===== src/rtl/oam_dma_if.sv =====
// CPU-bus and PPU-register-port signals shared by the sprite DMA and its surroundings.
// No latency of its own; it only carries wires.
// Flow control is the cpu_ce / cpu_rdy stall handshake carried here.
interface oam_dma_if;
  // CPU side
  logic        cpu_ce;
  logic [15:0] cpu_addr;
  logic [7:0]  cpu_data;
  logic        cpu_we;
  logic        cpu_rdy;
  // DMA ownership of the CPU bus
  logic        dma_active;
  logic [15:0] dma_addr;
  logic        dma_rd;
  logic [7:0]  dma_rdata;
  // PPU register port
  logic        ppu_cs_n;
  logic        ppu_we;
  logic [2:0]  ppu_reg_addr;
  logic [7:0]  ppu_wdata;

  // The DMA engine itself
  modport slave (
    input  cpu_ce, cpu_addr, cpu_data, cpu_we, dma_rdata,
    output cpu_rdy, dma_active, dma_addr, dma_rd,
    output ppu_cs_n, ppu_we, ppu_reg_addr, ppu_wdata
  );

  // The CPU / bus fabric / PPU side that talks to the DMA engine
  modport master (
    output cpu_ce, cpu_addr, cpu_data, cpu_we, dma_rdata,
    input  cpu_rdy, dma_active, dma_addr, dma_rd,
    input  ppu_cs_n, ppu_we, ppu_reg_addr, ppu_wdata
  );
endinterface


===== src/rtl/oam_dma.sv =====
// Sprite DMA for $4014: halts the CPU and copies one 256-byte CPU page into OAMDATA.
// Latency: 513 CPU cycles of stall, or 514 when an extra alignment cycle is needed.
// Backpressure: the CPU is stalled through cpu_rdy; each PPU write completes within one CPU cycle.
module oam_dma #(
  parameter logic [15:0] DMA_REG = 16'h4014,
  parameter logic [2:0]  OAM_REG = 3'd4,
  parameter int unsigned CS_LOW  = 2
) (
  input  logic     clk,
  input  logic     reset,
  oam_dma_if.slave bus
);

  // Counter just wide enough to hold CS_LOW-1.
  localparam int CNT_W = (CS_LOW < 2) ? 1 : $clog2(CS_LOW);
  localparam logic [CNT_W-1:0] CNT_LOAD = CNT_W'(CS_LOW - 1);

  typedef enum logic [2:0] {
    S_IDLE,
    S_HALT,
    S_ALIGN,
    S_READ,
    S_WRITE,
    S_DONE
  } state_t;

  state_t state;
  state_t state_nxt;

  logic             parity;
  logic [7:0]       page;
  logic [7:0]       idx;
  logic [7:0]       rd_idx;
  logic [CNT_W-1:0] cs_cnt;

  logic             cpu_rdy_q;
  logic             dma_active_q;
  logic [15:0]      dma_addr_q;
  logic             dma_rd_q;
  logic [7:0]       ppu_wdata_q;
  logic             ppu_cs_n_q;
  logic             ppu_we_q;

  // one-clk control strobes from the next-state logic
  logic trig;
  logic rd_start;
  logic rd_done;
  logic byte_adv;
  logic finish;

  logic dma_hit;
  assign dma_hit = bus.cpu_ce && bus.cpu_we && (bus.cpu_addr == DMA_REG);

  // State register.
  always_ff @(posedge clk or posedge reset) begin
    if (reset) begin
      state <= S_IDLE;
    end else begin
      state <= state_nxt;
    end
  end

  // Next state and control strobes; every CPU-side step waits for cpu_ce.
  always_comb begin
    state_nxt = state;
    trig      = 1'b0;
    rd_start  = 1'b0;
    rd_done   = 1'b0;
    byte_adv  = 1'b0;
    finish    = 1'b0;
    rd_idx    = idx;
    unique case (state)
      S_IDLE: begin
        // triggers outside IDLE are simply never looked at
        if (dma_hit) begin
          trig      = 1'b1;
          state_nxt = S_HALT;
        end
      end
      S_HALT: begin
        if (bus.cpu_ce) begin
          if (parity) begin
            state_nxt = S_ALIGN;
          end else begin
            rd_start  = 1'b1;
            state_nxt = S_READ;
          end
        end
      end
      S_ALIGN: begin
        if (bus.cpu_ce) begin
          rd_start  = 1'b1;
          state_nxt = S_READ;
        end
      end
      S_READ: begin
        if (bus.cpu_ce) begin
          rd_done   = 1'b1;
          state_nxt = S_WRITE;
        end
      end
      S_WRITE: begin
        if (bus.cpu_ce) begin
          byte_adv = 1'b1;
          if (idx == 8'hFF) begin
            finish    = 1'b1;
            state_nxt = S_DONE;
          end else begin
            rd_start  = 1'b1;
            rd_idx    = idx + 8'd1;
            state_nxt = S_READ;
          end
        end
      end
      S_DONE: begin
        // CPU was already released on entry; this just settles back to IDLE
        state_nxt = S_IDLE;
      end
      default: begin
        state_nxt = S_IDLE;
      end
    endcase
  end

  // CPU-cycle parity, source page and byte index.
  always_ff @(posedge clk or posedge reset) begin
    if (reset) begin
      parity <= 1'b0;
      page   <= 8'h00;
      idx    <= 8'h00;
    end else begin
      if (bus.cpu_ce) begin
        parity <= ~parity;
      end
      if (trig) begin
        page <= bus.cpu_data;
        idx  <= 8'h00;
      end else if (byte_adv) begin
        idx <= idx + 8'd1;
      end
    end
  end

  // CPU stall / bus ownership and the read request.
  always_ff @(posedge clk or posedge reset) begin
    if (reset) begin
      cpu_rdy_q    <= 1'b1;
      dma_active_q <= 1'b0;
      dma_addr_q   <= 16'h0000;
      dma_rd_q     <= 1'b0;
    end else begin
      if (trig) begin
        cpu_rdy_q    <= 1'b0;
        dma_active_q <= 1'b1;
      end else if (finish) begin
        cpu_rdy_q    <= 1'b1;
        dma_active_q <= 1'b0;
      end
      if (rd_start) begin
        // page $FF ends at $FFFF: idx is 8 bits so nothing carries into the page
        dma_addr_q <= {page, rd_idx};
        dma_rd_q   <= 1'b1;
      end else if (rd_done) begin
        dma_rd_q <= 1'b0;
      end
    end
  end

  // OAMDATA write strobe: one cs_n low pulse of CS_LOW clks per byte.
  always_ff @(posedge clk or posedge reset) begin
    if (reset) begin
      ppu_wdata_q <= 8'h00;
      ppu_cs_n_q  <= 1'b1;
      ppu_we_q    <= 1'b0;
      cs_cnt      <= '0;
    end else begin
      if (rd_done) begin
        ppu_wdata_q <= bus.dma_rdata;
        ppu_cs_n_q  <= 1'b0;
        ppu_we_q    <= 1'b1;
        cs_cnt      <= CNT_LOAD;
      end else if (byte_adv) begin
        // never let a strobe straddle into the next read cycle
        ppu_cs_n_q <= 1'b1;
        ppu_we_q   <= 1'b0;
      end else if (state == S_WRITE && !ppu_cs_n_q) begin
        if (cs_cnt != '0) begin
          cs_cnt <= cs_cnt - 1'b1;
        end else begin
          ppu_cs_n_q <= 1'b1;
          ppu_we_q   <= 1'b0;
        end
      end
    end
  end

  assign bus.cpu_rdy      = cpu_rdy_q;
  assign bus.dma_active   = dma_active_q;
  assign bus.dma_addr     = dma_addr_q;
  assign bus.dma_rd       = dma_rd_q;
  assign bus.ppu_wdata    = ppu_wdata_q;
  assign bus.ppu_cs_n     = ppu_cs_n_q;
  assign bus.ppu_we       = ppu_we_q;
  assign bus.ppu_reg_addr = OAM_REG;

endmodule


===== src/flat_wrapper.sv =====
// flat-port wrapper written by rule: the top's interface ports become plain ports
module oam_dma_flat 
#(
  parameter logic [15:0] DMA_REG = 16'h4014,
  parameter logic [2:0]  OAM_REG = 3'd4,
  parameter int unsigned CS_LOW  = 2
)
  (clk, reset, bus_cpu_ce, bus_cpu_addr, bus_cpu_data, bus_cpu_we, bus_dma_rdata, bus_cpu_rdy, bus_dma_active, bus_dma_addr, bus_dma_rd, bus_ppu_cs_n, bus_ppu_we, bus_ppu_reg_addr, bus_ppu_wdata);
  oam_dma_if bus_i ();
  input  logic clk;
  input  logic reset;
  input wire logic [$bits(bus_i.cpu_ce)-1:0] bus_cpu_ce;
  input wire logic [$bits(bus_i.cpu_addr)-1:0] bus_cpu_addr;
  input wire logic [$bits(bus_i.cpu_data)-1:0] bus_cpu_data;
  input wire logic [$bits(bus_i.cpu_we)-1:0] bus_cpu_we;
  input wire logic [$bits(bus_i.dma_rdata)-1:0] bus_dma_rdata;
  output wire logic [$bits(bus_i.cpu_rdy)-1:0] bus_cpu_rdy;
  output wire logic [$bits(bus_i.dma_active)-1:0] bus_dma_active;
  output wire logic [$bits(bus_i.dma_addr)-1:0] bus_dma_addr;
  output wire logic [$bits(bus_i.dma_rd)-1:0] bus_dma_rd;
  output wire logic [$bits(bus_i.ppu_cs_n)-1:0] bus_ppu_cs_n;
  output wire logic [$bits(bus_i.ppu_we)-1:0] bus_ppu_we;
  output wire logic [$bits(bus_i.ppu_reg_addr)-1:0] bus_ppu_reg_addr;
  output wire logic [$bits(bus_i.ppu_wdata)-1:0] bus_ppu_wdata;
  assign bus_i.cpu_ce = bus_cpu_ce;
  assign bus_i.cpu_addr = bus_cpu_addr;
  assign bus_i.cpu_data = bus_cpu_data;
  assign bus_i.cpu_we = bus_cpu_we;
  assign bus_i.dma_rdata = bus_dma_rdata;
  assign bus_cpu_rdy = bus_i.cpu_rdy;
  assign bus_dma_active = bus_i.dma_active;
  assign bus_dma_addr = bus_i.dma_addr;
  assign bus_dma_rd = bus_i.dma_rd;
  assign bus_ppu_cs_n = bus_i.ppu_cs_n;
  assign bus_ppu_we = bus_i.ppu_we;
  assign bus_ppu_reg_addr = bus_i.ppu_reg_addr;
  assign bus_ppu_wdata = bus_i.ppu_wdata;
  oam_dma #(.DMA_REG(DMA_REG), .OAM_REG(OAM_REG), .CS_LOW(CS_LOW)) u_core (.clk(clk), .reset(reset), .bus(bus_i));
endmodule

===== config.mk =====
export PLATFORM = sky130hd
export DESIGN_NAME = oam_dma_flat
export DESIGN_NICKNAME = d
export VERILOG_FILES = /design/src/rtl/oam_dma_if.sv /design/src/rtl/oam_dma.sv /design/src/flat_wrapper.sv
export SDC_FILE = /design/constraint.sdc
export NUM_CORES = 1
export LEC_CHECK = 0
export BUFFER_PORTS_ARGS = -buffer_cell sky130_fd_sc_hd__buf_2
export CORE_ASPECT_RATIO = 0.75
export CORE_MARGIN = 3
export CORE_UTILIZATION = 40
export CTS_BUF_LIST = sky130_fd_sc_hd__clkbuf_4
export DETAILED_ROUTE_END_ITERATION = 16
export PLACE_DENSITY = 0.64
export SETUP_SLACK_MARGIN = 0.05
export SLEW_MARGIN = 10
export SYNTH_ARGS = -nofsm -noshare
export SYNTH_HDL_FRONTEND = slang
export SYNTH_SLANG_ARGS = --single-unit

===== constraint.sdc =====
create_clock -name clk -period 5.15 [get_ports clk]
set_input_delay 0.515 -clock clk [delete_from_list [all_inputs] [get_ports clk]]
set_output_delay 0.515 -clock clk [all_outputs]
set_load 0.01 [all_outputs]

==> run metrics <==
Die W 94.6 um; register bit total from synthesis 50; dominant synthesized flop cell dfrtp_1; largest family of logic cells by synthesized area multiplexers; Post-DRT Antenna Nets 0; Crit path buffers/inverters 0; clk root buf clkbuf_4; share of post-route cells with drive strength above 1 44.7%; RD Place Congestion ~0.81; quantity of gates resized following cts 0; Synth-to-Final Area Change 16.8%; 1st-iter DRT viols 59; Clock Skews between 0.009 and 0.01 ns; vias per cell between 4 and 5; Sw Share between 30% and 40%; final WL roughly 4700 um; clock power share between 10% and 20%; Nets 294; Worst setup SP type register; Yosys top cell area share around half; # IOs 68; CP peak stage delay between 0.8 and 0.9 ns; DR WL/cell roughly 14 um; YS warnings 0; Worst Path Required 5.42 ns; Post-Synth Adder-Cell Area less than 1%; Vias ~1600; clock buffer depth 2; Mapped Cells just under 200; Synth Area in Simple Gates between 10% and 20%; xor/xnor share of the synthesized area 2.60%; worst-skew pair later-pin latency around 0.37 ns; Compound-Gate Fraction of Synth Area 8.39%; CTS tree done; register area share after synthesis 53.2%; # DRC 0; Crit. End Element register; critical path arrival approximately 2.8 ns; pin count of the biggest net entering global routing 51; top cells by area in the synthesized netlist dfrtp_1, mux2_2, dfstp_2; Critical Path, Cell by Cell or4_1 > nor4_4 > mux2_2; CTS Hold Bufs 0; first-pass GRT wire length between 7000 and 8000 um; Slowest-stage cell, CP nor4_4; pwr/cell area just under 400 mW/mm^2; worst-margin pin slew between 1 and 1.5 ns; fmax 391 MHz; Crit Path Max Fanout 19; die area approximately 0.0069 mm^2; Yosys top cell by area dfrtp_1; worst vdd ir between 0.15 and 0.2 mV; Net Switching roughly 370 uW; DP Wirelength roughly 3300 um; overall global routing resource usage between 10% and 20%; minimum clock period ~2.6 ns; Initial DRT Pass Iterations 4; Syn Area/Cell about 12 um^2; critical path class register to register; antenna violations before repair 0; Comb pwr share ~31%; Starting Density a little over two fifths; setup TNS 0 ns; final setup vio count 0; grt total ovfl 0; Synth cell types 46; mux cell area share after synthesis about 17%; # rows 23; vias in the first global route roughly 1600; final-report max-slew violation count 0; final hold violations 0; Die Y just over 70 um; port buffer count 64; asr flop ratio synth 100%; placeable core area approximately 0.0055 mm^2; internal power 699 uW; cts bufs inserted 5; Reg power frac roughly 52%; unrepaired setup endpoints after global routing no; CP delay by family, top simple AND/OR/NAND/NOR gates; clk sinks 50; post-CTS setup buffers 0; WHS roughly 0.36 ns; status complete, no violations; hold crit path type input port to register; Post-synth EDFFs 0; P_leak 0.00137 uW; clock-pin slew on the worst setup and hold paths around 0.14 ns; Cell Area, Synth around 0.0024 mm^2; # Max-Cap Violations 0; H-tree levels 2; fin crit share just under 50%; n_diodes 0; Worst slew margin 23.8%
## cell usage after synthesis (all sizes together), types with 2 or more instances
cell    number
a21oi       10
a41oi        2
buf         10
clkbuf       2
conb         2
dfrtp       48
dfstp        2
inv          6
mux2        33
mux2i        4
nand2       11
nand2b       3
nand3        4
nand4        2
nor2        11
nor2b        3
nor3         2
nor4         4
nor4b        2
o21ai        8
o31a         2
or3b         2
xnor2        5
xor2         2
## registers in the layout, indices dropped and copies added (netlist names)
name	flops
u_core.cs_cnt	1
u_core.idx	8
u_core.state	3
u_core.bus.cpu_rdy	1
u_core.bus.ppu_wdata	8
u_core.page	8
u_core.bus.dma_rd	1
u_core.bus.dma_active	1
u_core.bus.dma_addr	16
u_core.bus.ppu_we	1
u_core.bus.ppu_cs_n	1
u_core.parity	1
## worst paths after layout
path / from / endpoint / slack [ns] / depth (start not counted)
max: u_core.state[0]$_DFFE_PP0P_ / u_core.page[7]$_DFFE_PP0P_ / 2.59 / 3
min: bus_cpu_data[4] / u_core.page[4]$_DFFE_PP0P_ / 0.36 / 2
max reg2reg: u_core.state[0]$_DFFE_PP0P_ / u_core.page[7]$_DFFE_PP0P_ / 2.59 / 3
min reg2reg: u_core.bus.dma_rd$_DFFE_PP0P_ / u_core.bus.dma_rd$_DFFE_PP0P_ / 0.50 / 2
max in group asynchronous: reset / u_core.idx[2]$_DFFE_PP0P_ / 4.14 / 2
min in group asynchronous: reset / u_core.bus.dma_addr[1]$_DFFE_PP0P_ / 0.38 / 2
## through the flow
step / power (uW) / std cells / worst slack [ns] / utilization [%] / area, um^2
after global routing: 1160 / 332 / 2.39 / 49.8 / 2750
after detailed placement: 903 / 325 / 2.42 / 48.9 / 2700
final: 1070 / 332 / 2.59 / 49.8 / 2750
after floorplan: 799 / 198 / 3.15 / - / 2360
after global placement: 898 / 325 / 2.52 / 48.9 / 2700
after CTS: 1080 / 332 / 2.55 / 49.8 / 2750
## metal layers
metal  GRT usage (%)  routed length, um  vias up  share of wire, %
met3            5.18                253        6               5.4
met4            3.36                 42        0              0.90
met5               0                  0        -                 0
li1                -                  -      819                 -
met2            20.8               2070       31                44
met1            22.2               2310      791                49
## cells by family (layout without fill, tap and decap cells)
logic type / after synthesis / in the layout
flops: 50 / 50
fa+ha+maj: 1 / 1
xor+xnor: 7 / 7
mux: 37 / 37
simple gates: 52 / 52
compound gates: 30 / 30
other cells: 2 / 3
buf+inv: 18 / 77
## cell type report
cell class / instances / area, um^2
Clock buffer: 5 / 37.5
Clock inverter: 2 / 13.8
Fill cell: 511 / 2770
Inverter: 6 / 22.5
Multi-Input combinational cell: 130 / 1010
Sequential cell: 50 / 1250
Tap cell: 75 / 93.8
Timing Repair Buffer: 64 / 320
## power by group through the flow
stage / clock network, uW / logic (uW) / registers [uW]
floorplan: 0 / 245 / 554
global placement: 0 / 337 / 561
detailed placement: 0 / 341 / 562
CTS: 187 / 342 / 554
global route: 207 / 377 / 573
finish: 179 / 334 / 554
## cells in the final DEF (no fill, tap or decap), types with 2 or more instances in the layout
cell type,n
a21oi_1,10
a41oi_1,2
buf_2,64
clkbuf_4,5
conb_1,3
dfrtp_1,48
dfstp_2,2
inv_1,5
mux2_2,33
mux2i_1,4
nand2_1,11
nand2b_1,3
nand3_1,4
nand4_1,2
nor2_1,11
nor2b_1,3
nor3_1,2
nor4_1,3
o21ai_0,7
o31a_1,2
or3b_2,2
xnor2_1,5
xor2_1,2
No activity file was read; power rests on OpenSTA's default activity.
